`src/rtl/block_lock_ctrl.sv`:
```
// 66b block-header lock sequencer: loads a candidate offset into the gearbox, waits for the
// pipeline to settle, qualifies the offset on consecutive valid headers, then polices errors.
module block_lock_ctrl #(
    parameter int unsigned LOCK_CNT   = 32,
    parameter int unsigned WIN_LEN    = 64,
    parameter int unsigned BAD_MAX    = 16,
    parameter int unsigned SETTLE_CYC = 4,
    parameter int unsigned OFFSET_W   = 7
) (
    input  logic                clk_i,
    input  logic                rst_ni,
    input  logic                en_i,
    input  logic [OFFSET_W-1:0] cand_offset_i,
    input  logic [1:0]          hdr_i,
    input  logic                hdr_dv_i,
    output logic [OFFSET_W-1:0] offset_o,
    output logic                offset_ld_o,
    output logic                block_lock_o,
    output logic [15:0]         slip_cnt_o,
    output logic [1:0]          state_o
);

    localparam int unsigned GoodW = $clog2(LOCK_CNT + 1);
    localparam int unsigned WinW  = $clog2(WIN_LEN + 1);
    localparam int unsigned BadW  = $clog2(BAD_MAX + 1);
    localparam int unsigned SetW  = $clog2(SETTLE_CYC + 1);

    typedef enum logic [1:0] {
        StIdle   = 2'd0,
        StSettle = 2'd1,
        StTest   = 2'd2,
        StLocked = 2'd3
    } state_e;

    state_e              state_q, state_d;
    logic [OFFSET_W-1:0] offset_q, offset_d;
    logic                offset_ld_q, offset_ld_d;
    logic                lock_q, lock_d;
    logic [15:0]         slip_q, slip_d;
    logic [SetW-1:0]     settle_q, settle_d;
    logic [GoodW-1:0]    good_q, good_d;
    logic [WinW-1:0]     win_q, win_d;
    logic [BadW-1:0]     bad_q, bad_d;

    logic                hdr_ok;
    logic                reload;
    logic [15:0]         slip_inc;
    logic [WinW-1:0]     win_nx;
    logic [BadW-1:0]     bad_nx;

    // 01 and 10 are the only legal sync headers
    assign hdr_ok   = hdr_i[0] ^ hdr_i[1];
    assign slip_inc = (slip_q == 16'hFFFF) ? slip_q : slip_q + 16'd1;
    assign win_nx   = win_q + WinW'(1);
    assign bad_nx   = bad_q + BadW'(hdr_ok ? 0 : 1);

    always_comb begin
        state_d     = state_q;
        offset_d    = offset_q;
        offset_ld_d = 1'b0;
        lock_d      = lock_q;
        slip_d      = slip_q;
        settle_d    = settle_q;
        good_d      = good_q;
        win_d       = win_q;
        bad_d       = bad_q;
        reload      = 1'b0;

        if (!en_i) begin
            state_d  = StIdle;
            lock_d   = 1'b0;
            settle_d = '0;
            good_d   = '0;
            win_d    = '0;
            bad_d    = '0;
        end else begin
            unique case (state_q)
                StIdle: reload = 1'b1;
                StSettle: begin
                    if (settle_q == SetW'(SETTLE_CYC - 1)) begin
                        state_d = StTest;
                        good_d  = '0;
                    end else begin
                        settle_d = settle_q + SetW'(1);
                    end
                end
                StTest: begin
                    if (hdr_dv_i) begin
                        if (!hdr_ok) begin
                            slip_d = slip_inc;
                            reload = 1'b1;
                        end else if (good_q == GoodW'(LOCK_CNT - 1)) begin
                            state_d = StLocked;
                            lock_d  = 1'b1;
                            win_d   = '0;
                            bad_d   = '0;
                        end else begin
                            good_d = good_q + GoodW'(1);
                        end
                    end
                end
                StLocked: begin
                    if (hdr_dv_i) begin
                        // Loss of lock outranks the window rollover on the same header
                        if (bad_nx == BadW'(BAD_MAX)) begin
                            lock_d = 1'b0;
                            slip_d = slip_inc;
                            reload = 1'b1;
                        end else if (win_nx == WinW'(WIN_LEN)) begin
                            win_d = '0;
                            bad_d = '0;
                        end else begin
                            win_d = win_nx;
                            bad_d = bad_nx;
                        end
                    end
                end
                default: state_d = StIdle;
            endcase

            if (reload) begin
                offset_d    = cand_offset_i;
                offset_ld_d = 1'b1;
                settle_d    = '0;
                good_d      = '0;
                win_d       = '0;
                bad_d       = '0;
                state_d     = StSettle;
            end
        end
    end

    always_ff @(posedge clk_i or negedge rst_ni) begin
        if (!rst_ni) begin
            state_q     <= StIdle;
            offset_q    <= '0;
            offset_ld_q <= 1'b0;
            lock_q      <= 1'b0;
            slip_q      <= '0;
            settle_q    <= '0;
            good_q      <= '0;
            win_q       <= '0;
            bad_q       <= '0;
        end else begin
            state_q     <= state_d;
            offset_q    <= offset_d;
            offset_ld_q <= offset_ld_d;
            lock_q      <= lock_d;
            slip_q      <= slip_d;
            settle_q    <= settle_d;
            good_q      <= good_d;
            win_q       <= win_d;
            bad_q       <= bad_d;
        end
    end

    assign offset_o     = offset_q;
    assign offset_ld_o  = offset_ld_q;
    assign block_lock_o = lock_q;
    assign slip_cnt_o   = slip_q;
    assign state_o      = state_q;

endmodule

```
`config.mk`:
```
export PLATFORM = sky130hd
export DESIGN_NAME = block_lock_ctrl
export DESIGN_NICKNAME = d
export VERILOG_FILES = /design/src/rtl/block_lock_ctrl.sv
export SDC_FILE = /design/constraint.sdc
export NUM_CORES = 1
export LEC_CHECK = 0
export CAP_MARGIN = 20
export CORE_ASPECT_RATIO = 0.8
export CORE_MARGIN = 3
export CORE_UTILIZATION = 30
export CTS_BUF_LIST = sky130_fd_sc_hd__clkbuf_8 sky130_fd_sc_hd__clkbuf_16
export CTS_CLUSTER_SIZE = 25
export DETAILED_ROUTE_END_ITERATION = 10
export PLACE_DENSITY = 0.47
export SYNTH_ARGS = -nofsm -noshare
export SYNTH_HDL_FRONTEND = slang
export SYNTH_SLANG_ARGS = --single-unit
```
`constraint.sdc`:
```
create_clock -name clk_i -period 4.5 [get_ports clk_i]
set_input_delay 0.675 -clock clk_i [delete_from_list [all_inputs] [get_ports clk_i]]
set_output_delay 0.675 -clock clk_i [all_outputs]
set_load 0.02 [all_outputs]
```
[After elaboration in Yosys (flattened, before gate mapping)]
Cells that the tools add are included.
Cells by class
  add/subtract/negate cells: 5
  eq/ne operators: 29
  multiplexer cells: 58
  bitwise operators: 1
  reductions and logical operators: 9
Operators by type and width (count)
  $mux W16: 5
  $mux W7: 8
  $mux W5: 8
  $mux W6: 6
  $pmux W16 S2: 1
  $ne A4 B4 Y1 const B: 7
  $reduce_and A6 Y1: 3
  $add A16 B1 Y16 const B: 1
  $eq A16 B16 Y1 const B: 1
  $ne A3 B3 Y1 const B: 5
  $mux W1: 14
  $pmux W7 S2: 1
  $mux W2: 6
  $mux W3: 4
  $pmux W6 S2: 1
  $pmux W5 S2: 1
  $reduce_and A5 Y1: 2
  $ne A2 B2 Y1 const B: 4
  $ne A4 B1 Y1 const B: 2
  $add A7 B1 Y7 const B: 1
  $eq A7 B7 Y1 const B: 1
  $add A6 B1 Y6 const B: 1
  $eq A6 B5 Y1 const B: 1
  $ne A3 B1 Y1 const B: 2
  other kinds (14): 16
Storage, ports and cells
  register bits: 48
  bits of input ports: 13
  output and inout bits: 27
  word-level logic and storage cells: 111

[Depth between registers and ports, before layout]
  word-level depth: 10
  depth in mapped cells: 11

[Least setup slack after synthesis]
Ideal clock, no wire load.
  path type: input-to-reg
  from: input port hdr_i[1]
  to: register slip_q[1], in the netlist slip_cnt_o[1]
  library setup time: 0.125 ns
  arrival: 2.938 ns
  setup slack: 1.437 ns
  stages on the path: 10
  path through: xor2_1 inv_1 ha_1 ha_1 o21ai_0 o21ai_0 or2_0 a221o_2 buf_6 mux2_4
Between the ends
  cells in the longest elaborated chain, start to end: 6
  elaborated cells between the ends (all ways): 7
  those cells by class: 1 x add/sub; 3 x eq/ne; 1 x mux; 1 x bitwise; 1 x reduce/logical
Ends and longest elaborated chain
  start, declared: line 14  | input logic [1:0] hdr_i,
  $xor A1 B1 Y1 *: line 52  | assign hdr_ok = hdr_i[0] ^ hdr_i[1];
  $mux W1: line 55  | assign bad_nx = bad_q + BadW'(hdr_ok ? 0 : 1);
  $add A5 B1 Y5: line 55
  $eq A5 B5 Y1: line 105  | if (bad_nx == BadW'(BAD_MAX)) begin
  $ne A2 B2 Y1 (no line)
  $reduce_and A6 Y1 (no line) *
  end signal, assigned: line 149  | slip_q <= slip_d;
  end, declared: line 39  | logic [15:0] slip_q, slip_d;
Mark *: on every way between the ends. The rest lies on a longest branch, timed or not.
A chain may end at the register's enable or synchronous reset.

[Worst setup path after layout]
  from: input port hdr_i[0]
  to: register slip_q[11], in the netlist slip_cnt_o[11]
Same word-level chain as after synthesis.

==> results by stage <==
STA:
- Across the routed clock network, the largest skew measured is 0.00658 ns.
- The tightest hold path in the finished design has a slack of 0.449 ns.
- The transition time at the pin with the least slew margin is 0.768 ns.
- The post-layout minimum cycle time is 3.60 ns.
- Of the available clock period, the critical path in the final layout requires 0.800.
- Timing would allow up to 278 MHz.
- Setup repair after global routing left no endpoint under its margin.
- After routing, the total negative slack on setup checks comes to 0 ns.
- Headroom to the max-slew limit came out at 0.485.
- The final max-slew violation count is 0.
- The setup violation total in the final timing report is 0.
- The final hold violation count was 0.

Worst setup path:
- Together, buffers and inverters on the worst path number 2.
- The worst register-to-register path ends at win_q[5].
- Along the worst path, the maximum fanout reaches 16.
- The critical path runs through a total of 11 cells.
- The setup check on the worst reg-to-reg path leaves a slack of 1.67 ns.
- The worst setup path is captured at a flip-flop.
- Data on the critical path is required at its endpoint by 4.73 ns.
- The cell class contributing the biggest share of worst-path delay is compound AO/OA/AOI/OAI gates.
- The number of cells on the worst reg-to-reg path is 9.
- The arrival time of the worst setup path is 3.83 ns.
- The critical path goes through clkdlybuf4s50_1 -> xor2_1 -> inv_1 -> ha_1 -> ha_1 -> o21ai_0 -> o21ai_0 -> or2_0 -> a221o_2 -> nor4_2 -> xor2_1.
- The slowest stage of the critical path is the a221o_2 cell.
- In this design, the stage delay of the slowest critical-path cell is 0.58 ns.
- The path type of the worst setup path is input pin to flip-flop.
- In this run the critical register-to-register path is launched from state_o[0].
- STA classifies the critical path startpoint as an input pin.

Floorplanning:
- The die covers 10000 µm².
- For this configuration, the core starts out at a cell density of 0.311.
- The floorplan step defined a core boundary enclosing 8560 µm².
- From bottom edge to top edge, the die measures 90.3 µm.
- The count of standard-cell rows is 30.
- The I/O pin count is 40.
- The floorplan step set the die width to 111 µm.

Min path:
- The class of the tightest hold or removal check is input pin to asynchronous set/reset pin.

Route:
- Detailed routing placed a total of 2620 µm of wire on met2.
- The number of nets with antenna violations after detailed routing is 0.
- The first detailed-routing pass ran for 4 iterations.
- The post-detailed-route DRC marker count is 0.
- Wires add up to 5880 µm.
- The number of DRC violations after detailed-routing iteration 0 is 103.
- The detailed router put a total of 2960 µm of wire on met1.
- The final route contains 2182 vias.
- After detailed routing, the met3 layer carries 232 µm of wire.
- The per-cell via count in the routed design is 5.03.
- The topmost layer with routed signal wires is met4.
- Dividing the detail-routed wire length by the instance count gives 13.5 µm.

Placement:
- Once detailed placement completed, the half-perimeter wirelength came to 4190 µm.
- The final estimated routing congestion in global placement is 0.783.
- Buffers placed on the I/O ports in this run total 39.

Synth:
- The number of nets in the synthesized netlist is 300.
- In this run, distinct cell masters in the synthesized netlist total 48.
- The library cell occupying the most area in the post-synthesis netlist is dfrtp_1.
- By count the netlist is led by 48 x dfrtp_1, 25 x nand2_1, 21 x o21ai_0.
- In the synthesized netlist, the number of instances is 276.
- For this run, the leading register cell type out of synthesis is dfrtp_1.
- Of the post-synthesis cell area, the dominant cell type holds 0.451.
- The fraction of registers with async set or reset after synthesis is 1.00.
- Counting flops with a built-in enable in the synthesized netlist gives 0.
- For this run, the number of Yosys warnings is 0.
- The mean instance size in the synthesized netlist is 9.65 µm².
- The area of the mapped netlist is 2660 µm².
- By area the synthesized netlist is led by dfrtp_1 45%, ha_1 5.2%, xor2_1 4.9%.
- Of the synthesized area, sequential elements account for 0.451.
- By instance count, the leading cell after synthesis is dfrtp_1.
- Synthesis inferred 48 register bits.

Global route:
- In the global route stage, overall resource usage came out at 0.124.
- The number of antenna violations at the first check in global routing was 0.
- The global-route wire length before repair is 10500 µm.
- The residual overflow from global routing is 0.
- The largest net degree at the start of global routing is 49.
- The number of global-route vias before repair came to 2129.

Clocking:
- The count of cells resized by post-cts repair is 0.
- Clock-pin slew was measured on the worst setup and hold paths at 0.09 ns.
- The clock buffer count from CTS is 5.
- The H-tree generated during clock tree synthesis spans 2 levels.
- The maximum root-to-sink buffer count is 2.
- For this design, the sink count on the clock tree is 48.
- The root buffer cell chosen for the clock tree is clkbuf_8.
- TritonCTS built the clock tree.
- The number of buffers added for setup after CTS is 0.
- For the worst-skew pair, the clock arrives at the later sink with an insertion delay of 0.30 ns.
- The number of buffers added to fix hold violations after cts is 0.

Outcome:
- The run finished with clean final reports.

Finish:
- The layout net count is 345.
- The number of antenna diodes in the final layout is 0.
- The proportion of layout cells with a drive suffix above 1 is 0.112.
- At the end of the flow the core is filled with cells to 0.386.
- From synthesis to final layout, the design area changed by 23.9%.
- Fill cells in the final layout number 896.

Power and ir drop:
- The design draws 1430 µW.
- Power spread over the standard cell area amounts to 434 nW/µm².
- The leakage power of the design is 0.00142 µW.
- VDD sags by at most 0.000218 V.

Flow run:
- Max-cap violations in this run came to 0.
[cell usage in the layout (no fill, tap or decap), types with 10 or more instances in the layout]
| cell type | synthesis | layout |
|---|---|---|
| a21oi_1 | 10 | 10 |
| clkdlybuf4s50_1 | 0 | 38 |
| dfrtp_1 | 48 | 48 |
| ha_1 | 11 | 11 |
| inv_1 | 14 | 15 |
| nand2_1 | 25 | 25 |
| nand3_1 | 14 | 14 |
| nor2_1 | 15 | 15 |
| o21ai_0 | 21 | 21 |
| xor2_1 | 15 | 15 |
[logic make-up after synthesis]
family / after synthesis / synth area share
adders and majority gates: 11 / 0.0517
muxes: 10 / 0.0446
and+or+nand+nor: 102 / 0.200
buffers and inverters: 19 / 0.0296
DFF: 48 / 0.451
xor gates and xnor gates: 17 / 0.0559
AOI/OAI and AO/OA: 69 / 0.167
[worst max path at each step]
stage                     startpoint        endpoint  slack, ns
final                       hdr_i[0]  slip_cnt_o[11]       0.90
after global routing        hdr_i[0]  slip_cnt_o[11]       0.58
after CTS                   hdr_i[1]  slip_cnt_o[11]       0.88
after detailed placement    hdr_i[1]   slip_cnt_o[9]       0.58
after global placement      hdr_i[0]   slip_cnt_o[5]       0.67
after floorplan             hdr_i[1]   slip_cnt_o[1]       1.44
[state kept, by name, summed over array words and instances (netlist names)]
name          flops
settle_q          3
state_o           2
block_lock_o      1
good_q            6
win_q             7
offset_ld_o       1
bad_q             5
offset_o          7
slip_cnt_o       16
[through the flow]
step	worst slack, ns	instance area (µm²)	instances
3_5_place_dp	0.579	3190	426
4_1_cts	0.878	3300	434
6_report	0.899	3300	434
5_1_grt	0.585	3300	434
2_1_floorplan	1.44	2660	276
3_3_place_gp	0.666	3190	426
[where the power goes]
group          total (µW)  internal, µW  switching [µW]  leakage (µW)
Combinational         572           253             319      0.000716
Sequential            546           492            54.2      0.000648
Clock                 315           163             152     0.0000593
[per-layer routing]
metal / global-route usage / up-vias
met5: 0 / -
met3: 0.0315 / 7
met1: 0.183 / 1060
li1: - / 1078
met4: 0.0304 / 0
met2: 0.180 / 37
[cell type report]
cell class | instances | area [µm²] | area share
multi-input cells | 209 | 1380 | 0.419
flip-flops and latches | 48 | 1200 | 0.364
repair buffers | 43 | 415 | 0.126
well taps | 112 | 140 | 0.0425
clock buffers | 5 | 68.8 | 0.0209
inverters | 14 | 52.6 | 0.0159
clock inverters | 3 | 38.8 | 0.0118
No activity file was read; power rests on OpenSTA's default activity.
